==> src/rtl/vga_grid_renderer.sv <==
// rtl/vga_grid_renderer.sv - 3-stage VGA pixel path drawing a 40x30 cell board
module vga_grid_renderer #(
  parameter int H_VISIBLE  = 640,
  parameter int H_FRONT    = 16,
  parameter int H_SYNC     = 96,
  parameter int V_VISIBLE  = 480,
  parameter int V_FRONT    = 10,
  parameter int V_SYNC     = 2,
  parameter int CELL_SHIFT = 4,
  parameter int GRID_W     = 40,
  parameter int GRID_H     = 30
) (
  input  logic        clk,
  input  logic        rst,
  input  logic [9:0]  h_count,
  input  logic [9:0]  v_count,
  output logic [10:0] rd_addr,
  input  logic [1:0]  rd_data,
  output logic        hsync,
  output logic        vsync,
  output logic [3:0]  red,
  output logic [3:0]  green,
  output logic [3:0]  blue,
  output logic        frame_tick
);

  localparam logic [9:0] H_VIS      = 10'(H_VISIBLE);
  localparam logic [9:0] H_SYNC_BEG = 10'(H_VISIBLE + H_FRONT);
  localparam logic [9:0] H_SYNC_END = 10'(H_VISIBLE + H_FRONT + H_SYNC);
  localparam logic [9:0] V_VIS      = 10'(V_VISIBLE);
  localparam logic [9:0] V_SYNC_BEG = 10'(V_VISIBLE + V_FRONT);
  localparam logic [9:0] V_SYNC_END = 10'(V_VISIBLE + V_FRONT + V_SYNC);
  localparam logic [9:0] H_LAST     = 10'd799;
  localparam logic [9:0] V_LAST     = 10'd524;
  localparam logic [5:0] COL_LAST   = 6'(GRID_W - 1);
  localparam logic [4:0] ROW_LAST   = 5'(GRID_H - 1);

  // stage 1 decode results
  logic       in_range;
  logic       visible;
  logic       hs_n;
  logic       vs_n;
  logic       wall;
  logic       tick_hit;
  logic [5:0] col;
  logic [4:0] row;

  // stage 1 registers
  logic [10:0] rd_addr_q, rd_addr_d;
  logic [9:0]  prev_h_q, prev_h_d;
  logic [9:0]  prev_v_q, prev_v_d;
  logic        vis1_q, vis1_d;
  logic        hs1_q, hs1_d;
  logic        vs1_q, vs1_d;
  logic        wall1_q, wall1_d;
  logic        tick1_q, tick1_d;

  // stage 2 registers (aligned with the RAM's registered read)
  logic        vis2_q, vis2_d;
  logic        hs2_q, hs2_d;
  logic        vs2_q, vs2_d;
  logic        wall2_q, wall2_d;
  logic        tick2_q, tick2_d;

  // stage 3 output registers
  logic        hsync_q, hsync_d;
  logic        vsync_q, vsync_d;
  logic [3:0]  red_q, red_d;
  logic [3:0]  green_q, green_d;
  logic [3:0]  blue_q, blue_d;
  logic        tick_q, tick_d;

  // Decode the raw counter pair into visibility, sync, cell position and tick request
  always_comb begin
    col      = 6'(h_count >> CELL_SHIFT);
    row      = 5'(v_count >> CELL_SHIFT);
    in_range = (h_count <= H_LAST) && (v_count <= V_LAST);
    visible  = (h_count < H_VIS) && (v_count < V_VIS);
    hs_n     = !(in_range && (h_count >= H_SYNC_BEG) && (h_count < H_SYNC_END));
    vs_n     = !(in_range && (v_count >= V_SYNC_BEG) && (v_count < V_SYNC_END));
    wall     = visible && ((col == 6'd0) || (col == COL_LAST) ||
                           (row == 5'd0) || (row == ROW_LAST));
    // counters may dwell on a value; only the first sample of (0, V_VISIBLE) fires
    tick_hit = (h_count == 10'd0) && (v_count == V_VIS) &&
               ((h_count != prev_h_q) || (v_count != prev_v_q));
  end

  // Next-state for all three pipeline stages
  always_comb begin
    rd_addr_d = {row, col};
    prev_h_d  = h_count;
    prev_v_d  = v_count;
    vis1_d    = visible;
    hs1_d     = hs_n;
    vs1_d     = vs_n;
    wall1_d   = wall;
    tick1_d   = tick_hit;

    vis2_d    = vis1_q;
    hs2_d     = hs1_q;
    vs2_d     = vs1_q;
    wall2_d   = wall1_q;
    tick2_d   = tick1_q;

    hsync_d   = hs2_q;
    vsync_d   = vs2_q;
    tick_d    = tick2_q;
    red_d     = 4'h0;
    green_d   = 4'h0;
    blue_d    = 4'h0;
    if (vis2_q) begin
      if (wall2_q) begin
        red_d   = 4'h8;
        green_d = 4'h8;
        blue_d  = 4'h8;
      end else begin
        case (rd_data)
          2'd1:    green_d = 4'hF;
          2'd2:    blue_d  = 4'hF;
          2'd3:    red_d   = 4'hF;
          default: ;
        endcase
      end
    end
  end

  // Pipeline registers with synchronous flush on reset
  always_ff @(posedge clk) begin
    if (rst) begin
      rd_addr_q <= 11'd0;
      prev_h_q  <= 10'd0;
      prev_v_q  <= 10'd0;
      vis1_q    <= 1'b0;
      hs1_q     <= 1'b1;
      vs1_q     <= 1'b1;
      wall1_q   <= 1'b0;
      tick1_q   <= 1'b0;
      vis2_q    <= 1'b0;
      hs2_q     <= 1'b1;
      vs2_q     <= 1'b1;
      wall2_q   <= 1'b0;
      tick2_q   <= 1'b0;
      hsync_q   <= 1'b1;
      vsync_q   <= 1'b1;
      red_q     <= 4'h0;
      green_q   <= 4'h0;
      blue_q    <= 4'h0;
      tick_q    <= 1'b0;
    end else begin
      rd_addr_q <= rd_addr_d;
      prev_h_q  <= prev_h_d;
      prev_v_q  <= prev_v_d;
      vis1_q    <= vis1_d;
      hs1_q     <= hs1_d;
      vs1_q     <= vs1_d;
      wall1_q   <= wall1_d;
      tick1_q   <= tick1_d;
      vis2_q    <= vis2_d;
      hs2_q     <= hs2_d;
      vs2_q     <= vs2_d;
      wall2_q   <= wall2_d;
      tick2_q   <= tick2_d;
      hsync_q   <= hsync_d;
      vsync_q   <= vsync_d;
      red_q     <= red_d;
      green_q   <= green_d;
      blue_q    <= blue_d;
      tick_q    <= tick_d;
    end
  end

  assign rd_addr    = rd_addr_q;
  assign hsync      = hsync_q;
  assign vsync      = vsync_q;
  assign red        = red_q;
  assign green      = green_q;
  assign blue       = blue_q;
  assign frame_tick = tick_q;

endmodule

==> config.mk <==
export PLATFORM = sky130hd
export DESIGN_NAME = vga_grid_renderer
export DESIGN_NICKNAME = d
export VERILOG_FILES = /design/src/rtl/vga_grid_renderer.sv
export SDC_FILE = /design/constraint.sdc
export NUM_CORES = 1
export LEC_CHECK = 0
export ABC_AREA = 1
export CORE_UTILIZATION = 46
export DETAILED_ROUTE_END_ITERATION = 8
export PLACE_DENSITY = 0.9
export SYNTH_ARGS = -nofsm -noshare
export SYNTH_HDL_FRONTEND = slang
export SYNTH_SLANG_ARGS = --single-unit
==> constraint.sdc <==
create_clock -name clk -period 1.04 [get_ports clk]
set_input_delay 0.104 -clock clk [delete_from_list [all_inputs] [get_ports clk]]
set_output_delay 0.104 -clock clk [all_outputs]
set_load 0.01 [all_outputs]
; Word level (Yosys, flattened, before mapping)
; Index checks and enable logic that the tools add are counted.
[word_totals]
wordCells = 65
reg_bits = 56
in_bits = 24
[op_classes]
magnitude_cmp = 8
n_eq_ne = 8
n_reduce_logical = 20
muxes = 6
bitwise = 1
[op_table]
columns = op, count
row1 = 2-to-1 mux 4 bit, 6
row2 = <= comparator 10 bit (second input constant), 2
row3 = less-than comparator 10 bit (second input constant), 2
row4 = less-than comparator 10 x 9 -> 1 bit (second input constant), 2
row5 = != test 10 bit, 2
row6 = equality test 10 x 9 -> 1 bit (second input constant), 1
row7 = greater-or-equal comparator 10 bit (second input constant), 1
row8 = greater-or-equal comparator 10 x 9 -> 1 bit (second input constant), 1
row9 = zero test 10 bit, 1
row10 = logical AND 1 bit, 9
row11 = equality test 6 bit (second input constant), 1
row12 = zero test 6 bit, 1
row13 = equality test 5 bit (second input constant), 1
row14 = zero test 5 bit, 1
row15 = equality test 2 bit (second input constant), 2
row16 = logical OR 1 bit, 4
row17 = OR reduction 3 bit, 1
row18 = equality test 2 x 1 -> 1 bit (second input constant), 1
row19 = zero test 1 bit, 2
row20 = OR reduction 2 bit, 1
row21 = NOT 1 bit, 1

; Logic depth before layout (Yosys ltp)
[depth]
word_depth = 5
mapped_depth = 8
mapped_depth_nobuf = 8

; Worst setup path before layout
; OpenSTA, ideal clock, no wires.
[synth_timing]
path_type = register to register
from = register rd_addr[4] (netlist name)
to = register tick1_q
path_stages_with_launch = 7
required_ps = 929
path_slack_ps = 181
t_arrival_ps = 748
cell_sequence = dfxtp_1 > xnor2_1 > nand2_1 > nor2_1 > nand2_1 > nor2_1 > nor2_1
[synth_rtl]
columns = element, line_no
row1 = "end signal, assigned", 157  ; tick1_q <= tick1_d;
row2 = "end, declared", 56  ; logic tick1_q, tick1_d;

; Worst setup path in the final report
[layout_timing]
from = input port h_count[7]
to = register hs1_q
[layout_between]
elab_chain_cells = 5
word_cells_on_any_way = 7
[layout_rtl]
columns = element, line_no
row1 = "start, declared", 15  ; input logic [9:0] h_count,
row2 = <= comparator 10 bit, 77  ; in_range = (h_count <= H_LAST) && (v_count <= V_LAST);
row3 = logical AND 1 bit, 77
row4 = logical AND 1 bit, 79  ; hs_n = !(in_range && (h_count >= H_SYNC_BEG) && (h_count < H_SYNC_END));
row5 = logical AND 1 bit *, 79
row6 = zero test 1 bit *, 79
row7 = "end signal, assigned", 154  ; hs1_q <= hs1_d;
row8 = "end, declared", 53  ; logic hs1_q, hs1_d;
; Every way passes the cells marked *; elsewhere a longest branch is shown, timed or not.
; A chain may end at the register's enable or synchronous reset.

==> results.txt <==
----------------------------------------------------
[Status]
  Result of the run ... completed

[Die]
  IO Count ... 50
  Width of the chip ... 62.44 µm
  Placeable core area ... 3416 µm²
  Effective utilization at floorplan ... 49.19%
  Die height ... 62.44 µm
  Area enclosed by the die boundary ... 3899 µm²
  # rows ... 21

[Synthesis]
  Sequential cell area fraction in the yosys report ... 46.46%
  Synthesized area per cell ... 7.435 µm²
  Flip-flop and latch count after synthesis ... 39
  Post-synthesis net count ... 250
  Number of distinct standard cells referenced by the synthesized netlist ... 20
  Mapped Area ... 1680 µm²
  Warnings, synthesis ... 0
  Post-Synthesis Cells ... 226

[Critical path]
  Element type at the critical path end ... register
  Setup slack, reg-to-reg ... 0.05 ns
  Crit Path Class ... primary input to register
  Startpoint types ... primary input
  Signal arrival time at the worst endpoint ... 1.24 ns
  CP max FO ... 5
  Endpoint required time on the critical path ... 1.28 ns

[Clock tree]
  Max Buffers Root-to-Sink ... 2
  Clk_lat worst skew ... 0.34 ns
  Buffer type at the clock tree root ... sky130_fd_sc_hd__clkbuf_4
  Register clock-pin slew on the reported worst setup and hold paths ... 0.11 ns
  CTS H-tree depth ... 2
  Total clock sinks ... 39
  Number of buffers inserted during clock tree synthesis ... 5
  TritonCTS clock tree ... built

[Job]
  Number of maximum-capacitance constraint violations ... 0

[Detailed routing]
  Post-detailed-route DRC marker count ... 0
  Final routed wirelength across all metal layers ... 3577 µm
  Per-cell via count in the routed design ... 4.473
  Router iterations before antenna repair ... 5
  Remaining number of nets flagged by the antenna check after routing ... 0
  Drt first-iter violations ... 82
  Via count ... 1476
  WL/cell ... 10.84 µm

[STA]
  Final number of max-transition violations ... 0
  Fmax ... 999.3 MHz
  Smallest setup slack after layout ... 0.03929 ns
  Least-Margin Pin Slew ... 0.3529 ns
  Tightest hold margin ... 0.1624 ns
  Post-layout min period ... 1.001 ns
  Worst slew margin relative to its limit ... 76.44%
  Unrepaired setup endpoints after global routing ... yes
  Crit share post-route ... 96.22%
  Final hold violation count ... 0
  Final Setup Violations ... 0
  Worst clock skew ... 0.003368 ns

[Power]
  Areal power density over the cells ... 1334 nW/µm²
  Largest vdd supply drop ... 0.8087 mV
  Leakage ... 1.091 nW

[Final layout]
  Most frequent cells in the layout ... 49 x sky130_fd_sc_hd__nand2_1, 38 x sky130_fd_sc_hd__nor2_1, 33 x sky130_fd_sc_hd__inv_1
  Number of antenna repair diodes ... 0
  Layout net count ... 308
  Synthesis-to-layout area growth ... 32.76%
  Leading cell type in the layout, fill and taps excluded ... sky130_fd_sc_hd__nand2_1
  Layout cell share with drive strength beyond 1 ... 29.58%
  Final std cells w/o fill ... 330

[Global routing]
  GRT Residual Overflow ... 0
  Number of antenna violations at the first check in global routing ... 0
  Via count of the first global-routing pass ... 1434
  Pin count of the biggest net entering global routing ... 16
  First-pass GRT wire length ... 6037 µm
  Overall Global Routing Usage ... 19.94%

[Placed design]
  HPWL reported at the end of detailed placement ... 2649 µm
  Gpl congestion ... 0.8261
  IO buf count ... 49
  Worst setup slack after placement ... -0.3272 ns
  Post-placement cell count ... 323

[Hold path]
  Worst hold-check path type ... primary input to register

----------------------------------------------------
==> registers in the layout, summed over array words and instances, names as in the netlist, 2 cells and up <==
signal / flops
green: 2
prev_h_q: 4
red: 2
rd_addr: 10
blue: 2
prev_v_q: 6
==> kinds of logic (layout without fill, tap and decap cells) <==
kind of cell,Yosys count,count (layout),share of synthesized area [%]
buffers and inverters,57,115,17.13
DFF,39,39,46.46
AOI/OAI and AO/OA,8,8,2.606
and+or+nand+nor,111,111,28.07
xor gates and xnor gates,11,11,5.733
==> worst paths after layout <==
kind	depth (start not counted)	to	start
setup reg to reg	6	tick1_q	rd_addr[2]
hold / removal	2	rd_addr[7]	rst
setup / recovery	6	hs1_q	h_count[7]
hold reg to reg	2	frame_tick	tick2_q
==> synth_stat cells (all sizes together) <==
| cell type | count | area share [%] |
|---|---|---|
| a21oi | 5 | 1.5 |
| nand3 | 12 | 3.9 |
| o31ai | 1 | 0.45 |
| nor3 | 4 | 1.5 |
| a31oi | 1 | 0.37 |
| o21ai | 1 | 0.30 |
| nor2 | 39 | 9.2 |
| xnor2 | 11 | 5.7 |
| dfxtp | 39 | 46 |
| or2 | 5 | 1.9 |
| nand4 | 2 | 0.74 |
| buf | 20 | 8.9 |
| nand2 | 49 | 11 |
| inv | 37 | 8.3 |
==> per-stage QoR <==
| stage | TNS [ns] | cell area (µm²) | total power, W | util [%] |
|---|---|---|---|---|
| CTS | -0.0007223 | 2347 | 0.003003 | 68.72 |
| global route | -0.04383 | 2231 | 0.003147 | 65.31 |
| detailed placement | -7.159 | 2245 | 0.002052 | 65.71 |
| floorplan | 0 | 1680 | 0.001825 | - |
| finish | 0 | 2231 | 0.002977 | 65.31 |
| global placement | -6.683 | 2245 | 0.002042 | 65.71 |
==> layout make-up <==
type / count / area, µm²
Fill cell: 308 / 1185
Sequential cell: 39 / 798.3
Multi-Input combinational cell: 130 / 636.9
Timing Repair Buffer: 71 / 528.0
Inverter: 37 / 138.9
Tap cell: 46 / 57.56
Clock buffer: 6 / 41.29
Clock inverter: 1 / 30.03
==> worst max-delay path, cell delays in order <==
cell and delay, ns:
sky130_fd_sc_hd__clkdlybuf4s50_1 0.60, sky130_fd_sc_hd__nand2_1 0.11, sky130_fd_sc_hd__inv_2 0.06, sky130_fd_sc_hd__nand4_1 0.08, sky130_fd_sc_hd__a21oi_1 0.19, sky130_fd_sc_hd__nand3_1 0.10
==> routing by layer <==
metal  track usage [%]  part of all wire [%]  vias up
met3             7.299                   6.2        5
met5                 0                     0        -
met4             6.395                   1.1        0
met2             35.33                    49       45
met1             21.88                    44      653
li1                  -                     -      773
==> report_power, final <==
part           switching, W  internal [W]
registers         0.0000266       0.00155
clock network      0.000469      0.000495
logic              0.000212      0.000228
==> what timing repair did <==
action | CTS | global route
pin swaps | 0 | 0
hold buffers | 0 | 0
endpoints found under the setup margin | 26 | 30
endpoints found under the hold margin | 0 | 0
buffers inserted | 0 | 0
resized for setup | 77 | 35
Note: power is estimated with default switching activity, not from simulation.
==> variant 1: new RTL, config.mk and constraints unchanged <==
Register the inputs `h_count`, `v_count` and `rd_data` before use, without a reset. The logic sees them one clock later.
--- a/src/rtl/vga_grid_renderer.sv
+++ b/src/rtl/vga_grid_renderer.sv
@@ -34,6 +34,16 @@
   localparam logic [9:0] V_LAST     = 10'd524;
   localparam logic [5:0] COL_LAST   = 6'(GRID_W - 1);
   localparam logic [4:0] ROW_LAST   = 5'(GRID_H - 1);
+
+  logic [9:0] h_count_q;
+  logic [9:0] v_count_q;
+  logic [1:0] rd_data_q;
+
+  always_ff @(posedge clk) begin
+    h_count_q <= h_count;
+    v_count_q <= v_count;
+    rd_data_q <= rd_data;
+  end
 
   // stage 1 decode results
   logic       in_range;
@@ -72,24 +82,24 @@
 
   // Decode the raw counter pair into visibility, sync, cell position and tick request
   always_comb begin
-    col      = 6'(h_count >> CELL_SHIFT);
-    row      = 5'(v_count >> CELL_SHIFT);
-    in_range = (h_count <= H_LAST) && (v_count <= V_LAST);
-    visible  = (h_count < H_VIS) && (v_count < V_VIS);
-    hs_n     = !(in_range && (h_count >= H_SYNC_BEG) && (h_count < H_SYNC_END));
-    vs_n     = !(in_range && (v_count >= V_SYNC_BEG) && (v_count < V_SYNC_END));
+    col      = 6'(h_count_q >> CELL_SHIFT);
+    row      = 5'(v_count_q >> CELL_SHIFT);
+    in_range = (h_count_q <= H_LAST) && (v_count_q <= V_LAST);
+    visible  = (h_count_q < H_VIS) && (v_count_q < V_VIS);
+    hs_n     = !(in_range && (h_count_q >= H_SYNC_BEG) && (h_count_q < H_SYNC_END));
+    vs_n     = !(in_range && (v_count_q >= V_SYNC_BEG) && (v_count_q < V_SYNC_END));
     wall     = visible && ((col == 6'd0) || (col == COL_LAST) ||
                            (row == 5'd0) || (row == ROW_LAST));
     // counters may dwell on a value; only the first sample of (0, V_VISIBLE) fires
-    tick_hit = (h_count == 10'd0) && (v_count == V_VIS) &&
-               ((h_count != prev_h_q) || (v_count != prev_v_q));
+    tick_hit = (h_count_q == 10'd0) && (v_count_q == V_VIS) &&
+               ((h_count_q != prev_h_q) || (v_count_q != prev_v_q));
   end
 
   // Next-state for all three pipeline stages
   always_comb begin
     rd_addr_d = {row, col};
-    prev_h_d  = h_count;
-    prev_v_d  = v_count;
+    prev_h_d  = h_count_q;
+    prev_v_d  = v_count_q;
     vis1_d    = visible;
     hs1_d     = hs_n;
     vs1_d     = vs_n;
@@ -114,7 +124,7 @@
         green_d = 4'h8;
         blue_d  = 4'h8;
       end else begin
-        case (rd_data)
+        case (rd_data_q)
           2'd1:    green_d = 4'hF;
           2'd2:    blue_d  = 4'hF;
           2'd3:    red_d   = 4'hF;
Check against the original RTL: not equivalent (a bounded check fails within 4 cycles, from zero or initial values and one cycle with rst high).
==> variant 1 against the unedited design <==
The flow now finishes with violations (setup timing); wire length up 19%; total power increased by 65%; synthesized area is 26% higher; sequential cell count increased by 22; cell area up 29%; first-iteration DRC count shrank 17%; setup slack lost 0.095 ns; via count up 15%; count of clock-buffer cells in the layout increased by 6; critical path type is now reg -> reg; highest routed layer unchanged.
==> variant 1: results (changes against the unedited design) <==
| Metric | Value |
|---|---|
| Status | finished with violations (was completed) |
| Failing checks | setup timing |
| Clock transition at the registers of the reported paths | 0.06 ns (was 0.11 ns) |
| CP Max Fanout | 3 (was 5) |
| Port bufs | 49 (unchanged) |
| Fraction of layout cells with a size suffix above 1 | 0.3042 (was 0.2958) |
| Clk root buf | clkbuf_8 (was clkbuf_4) |
| Synthesis Warnings | 0 (unchanged) |
| Clock Latency Late Sink | about 0.33 ns |
| Synth cell count leaders | 61 x dfxtp_1, 48 x nand2_1, 40 x nor2_1 (was 49 x nand2_1, 39 x dfxtp_1, 38 x nor2_1) |
| Routability cong. | 0.8708 (was 0.8261) |
| # setup viols final | 4 (was 0) |
| Critical path data arrival time | 1.31 ns (was 1.24 ns) |
| Final HPWL DP | 2.923 mm (was 2.649 mm) |
| Pre-antenna DRT Iters | 4 (was 5) |
| H-tree depth | 3 (was 2) |
| Post-route setup slack | -0.05589 ns (was 0.03929 ns) |
| Switching part of the total | 0.2217 (was 0.2376) |
| Initial antenna violation count | 0 (unchanged) |
| Fillers | 332 (was 308) |
| Vias in the first global route | 1674 (was 1434) |
| Hold Crit Class | in -> reg (unchanged) |
| Asr flop ratio synth | 0 (unchanged) |
| # nets final | 328 (was 308) |
| Top_reg_cell synth | dfxtp_1 (unchanged) |
| Transition time of the tightest slew-check pin | 0.2386 ns (was 0.3529 ns) |
| Largest cells by area after synthesis | dfxtp_1 58%, nand2_1 8.5%, nor2_1 7.1% (was dfxtp_1 46%, nand2_1 11%, nor2_1 8.5%) |
| Syn Nets | 272 (was 250) |
| All-Layer GR Usage | 0.1919 (was 0.1994) |
| Sequential share of the synthesized area | 0.5779 (was 0.4646) |
| Largest net degree at the start of global routing | 11 (was 16) |
| Max clock buf depth | 2 (unchanged) |
| Avg WL per Cell | 11.82 um (was 10.84 um) |
| Clock Skews | 0.005348 ns (was 0.003368 ns) |
| Via count | 1699 (was 1476) |
| Post-synthesis cell type count | 18 (was 20) |
| Inserted Clock Buffers | 9 (was 5) |
| P_leak | 0.001284 uW (was 0.001091 uW) |
| Pre-CTS setup slack | -0.2437 ns (was -0.3272 ns) |
| First-pass GRT wire length | 7.162 mm (was 6.037 mm) |
| Maximum VDD drop | 1.123 mV (was 0.8087 mV) |
| Starting DRT DRC Count | 68 (was 82) |
| N_diodes | 0 (unchanged) |
-- variant 1: metrics by stage --
| stage | hold WS [ns] | TNS, ns | instance area (sq um) | cells | power (uW) |
|---|---|---|---|---|---|
| final | 0.2060 | -0.1472 | 2875 | 361 | 4919 |
| after detailed placement | 0.3920 | -2.798 | 2618 | 342 | 2943 |
| after global routing | 0.2011 | -0.3183 | 2875 | 361 | 5137 |
| after global placement | 0.3889 | -1.969 | 2618 | 342 | 2928 |
| after CTS | 0.1963 | 0 | 2848 | 359 | 4939 |
| after floorplan | 0.1317 | 0 | 2113 | 248 | 2759 |
-- variant 1: critical path: stages, from the launching register on --
cell	delay [ns]
dfxtp_2	0.33
inv_2	0.07
nand3_2	0.09
nor3_2	0.19
o31ai_1	0.11
nand2_1	0.11
nand3_1	0.08
-- variant 1: per-layer routing --
metal | routed length, um | track usage
met5 | 0 | 0
met4 | 137 | 0.1244
met3 | 292 | 0.07849
met2 | 2161 | 0.3226
met1 | 1676 | 0.1948
-- variant 1: worst paths after layout --
kind | cells after the start | slack, ns | from | end
max | 6 | -0.06 | prev_v_d[6]$_DFF_P_ | hs1_q$_SDFF_PP1_
min | 1 | 0.21 | h_count[5] | h_count_q[5]$_DFF_P_
max reg2reg | 6 | -0.06 | prev_v_d[6]$_DFF_P_ | hs1_q$_SDFF_PP1_
min reg2reg | 2 | 0.40 | wall1_q$_SDFF_PP0_ | wall2_q$_SDFF_PP0_
-- variant 1: what timing repair did --
item | in CTS | in global routing
pin swaps | 1 | 8
endpoints found under the setup margin | 30 | 22
buffers inserted | 1 | 2
resized for setup | 73 | 37
-- variant 1: cells by family (layout without fill, tap and decap cells) --
kind of cell,Yosys count,count (layout),share of synthesized area
AO/OA/AOI/OAI,7,7,0.01836
AND/OR/NAND/NOR,112,112,0.2220
buffers and inverters,57,118,0.1362
XOR/XNOR,11,11,0.04559
flip-flops,61,61,0.5779
-- variant 1: cell type report --
cell class / count / area (sq um) / area share
Sequential cell: 61 / 1252 / 0.4356
Clock buffer: 12 / 145.1 / 0.05048
Tap cell: 52 / 65.06 / 0.02263
Timing Repair Buffer: 65 / 574.3 / 0.1997
Clock inverter: 4 / 47.55 / 0.01654
Multi-Input combinational cell: 130 / 649.4 / 0.2258
Inverter: 37 / 141.4 / 0.04917
-- variant 1: power groups by stage --
stage / clock network (uW) / logic [uW] / registers, uW
CTS: 2040 / 389 / 2510
detailed placement: 0 / 389 / 2550
finish: 1990 / 402 / 2530
global placement: 0 / 377 / 2550
global route: 2160 / 442 / 2540
floorplan: 0 / 221 / 2540
==> variant 2: new RTL, config.mk and constraints unchanged <==
Made on the original files. Set the parameter `V_VISIBLE` to 240 (it was 480).
--- a/src/rtl/vga_grid_renderer.sv
+++ b/src/rtl/vga_grid_renderer.sv
@@ -3,7 +3,7 @@
   parameter int H_VISIBLE  = 640,
   parameter int H_FRONT    = 16,
   parameter int H_SYNC     = 96,
-  parameter int V_VISIBLE  = 480,
+  parameter int V_VISIBLE  = 240,
   parameter int V_FRONT    = 10,
   parameter int V_SYNC     = 2,
   parameter int CELL_SHIFT = 4,
Formal check against the unedited RTL: not equivalent (a bounded check fails within 4 cycles, from zero or initial values and one cycle with rst high).
==> variant 2 against the unedited design <==
Clock power up 2.9%; wire length down 2.0%; setup slack worse by 0.027 ns; register-to-register slack better by 0.02 ns; synthesized area up 0.89%; total power up 1.0%; via count up 1.4%; utilization up 4.2 points; critical path type unchanged; final cell count up 2.1%; sequential share of layout area down 2.8 points; sequential cell count unchanged; critical endpoint is now wall1_q$_SDFF_PP0_; count of clock-buffer cells in the layout down 1; cell area up 7.2%; sequential power about the same.
==> variant 2: results (changes against the unedited design) <==
| Metric | Value |
|---|---|
| N_diodes | 0 (unchanged) |
| Critical path data arrival time | 1.26 ns (was 1.24 ns) |
| Complex-gate fraction of the synthesized area | 0.02066 (was 0.02606) |
| Max clock buf depth | 2 (unchanged) |
| Post-synthesis cell type count | 18 (was 20) |
| Sequential share of the synthesized area | 0.4605 (was 0.4646) |
| Synthesis Warnings | 0 (unchanged) |
| Pre-antenna DRT Iters | 4 (was 5) |
| Starting DRT DRC Count | 72 (was 82) |
| Psw | 765.9 uW (was 707.3 uW) |
| CP Max Fanout | 4 (was 5) |
| # nets final | 314 (was 308) |
| Avg WL per Cell | 10.40 um (was 10.84 um) |
| Clock Latency Late Sink | 0.29 ns (was 0.34 ns) |
| Fraction of layout cells with a size suffix above 1 | 0.2027 (was 0.2958) |
| DRC Markers | 0 (unchanged) |
| Inserted Clock Buffers | 5 (unchanged) |
| Placed cell area | 2251 sq um (was 2245 sq um) |
| CP delay by family, top | buffers and inverters (unchanged) |
| DR vias/cell | 4.442 (was 4.473) |
| First-pass GRT wire length | 5.844 mm (was 6.037 mm) |
| Xor-xnor portion of the synthesized cell area | 0.05166 (was 0.05733) |
| Clock transition at the registers of the reported paths | 0.08 ns (was 0.11 ns) |
| H-tree depth | 2 (unchanged) |
| # resized after CTS | 26 (was 77) |
| Post-synthesis adder-cell area fraction | 0 (unchanged) |
| Transition time of the tightest slew-check pin | 0.3369 ns (was 0.3529 ns) |
| Clock Skews | 0.003669 ns (was 0.003368 ns) |
| Largest net degree at the start of global routing | 14 (was 16) |
| Syn Nets | 257 (was 250) |
| P_leak | 0.001243 uW (was 0.001091 uW) |
| Vias in the first global route | 1419 (was 1434) |
| CP max stage delay | 0.52 ns (was 0.60 ns) |
| Clk root buf | clkbuf_8 (was clkbuf_4) |
| Hold Crit Class | in -> reg (unchanged) |
| Synth cell count leaders | 55 x nand2_1, 42 x nor2_1, 39 x dfxtp_1 (was 49 x nand2_1, 39 x dfxtp_1, 38 x nor2_1) |
| All-Layer GR Usage | 0.1929 (was 0.1994) |
| Maximum VDD drop | 0.8281 mV (was 0.8087 mV) |
| Routability cong. | 0.8429 (was 0.8261) |
| Final HPWL DP | 2.745 mm (was 2.649 mm) |
| Largest cells by area after synthesis | dfxtp_1 46%, nand2_1 12%, nor2_1 9.3% (was dfxtp_1 46%, nand2_1 11%, nor2_1 8.5%) |
| Status | completed (unchanged) |
## variant 2: cell types whose count changed after synthesis, sizes merged, moves of 2 or more
cell and change:
nand2 +6, nor2 +6, nand3 -4, nand4 +2, nor3 -2
## variant 2: path summary, 6_finish.rpt
check                             start               endpoint  slack, ns  cells after the start
setup / recovery             v_count[8]     wall1_q$_SDFF_PP0_       0.01                      7
hold / removal               v_count[4]  rd_addr[6]$_SDFF_PP0_       0.12                      3
setup reg to reg  rd_addr[3]$_SDFF_PP0_     tick1_q$_SDFF_PP0_       0.07                      6
hold reg to reg       vis1_q$_SDFF_PP0_      vis2_q$_SDFF_PP0_       0.40                      2
## variant 2: routing by layer
layer  up-vias  routed length, um  global-route usage
met5         -                  0                   0
met1       660               1447              0.2032
met3         8                147             0.05292
li1        789                  -                   -
met2        40               1812              0.3465
met4         0                 95              0.1017
## variant 2: stage by stage
stage	cells	hold slack (ns)	setup WS, ns	util	power [uW]
2_1_floorplan	233	0.1884	0.1855	-	1819
3_3_place_gp	328	0.3908	-0.2889	0.6539	2032
3_5_place_dp	328	0.3927	-0.3044	0.6539	2044
4_1_cts	336	0.4059	0.001242	0.6703	3020
5_1_grt	337	0.1387	-0.02795	0.6947	3179
6_report	337	0.1165	0.01239	0.6947	3008
## variant 2: power by group through the flow
stage | Combinational (uW) | Clock, uW | Sequential (uW)
6_report | 448 | 992 | 1570
5_1_grt | 494 | 1110 | 1580
4_1_cts | 431 | 1030 | 1560
3_5_place_dp | 444 | 0 | 1600
3_3_place_gp | 434 | 0 | 1600
2_1_floorplan | 225 | 0 | 1590
## variant 2: area by class of cell
class                      instances  area (sq um)
clock buffer                       5         68.82
clock inverter                     3         20.02
fill                             289          1051
inverter                          38         142.6
multi-input combinational        136         671.9
sequential                        39         788.3
tap                               46         57.56
timing repair buffer              70         641.9
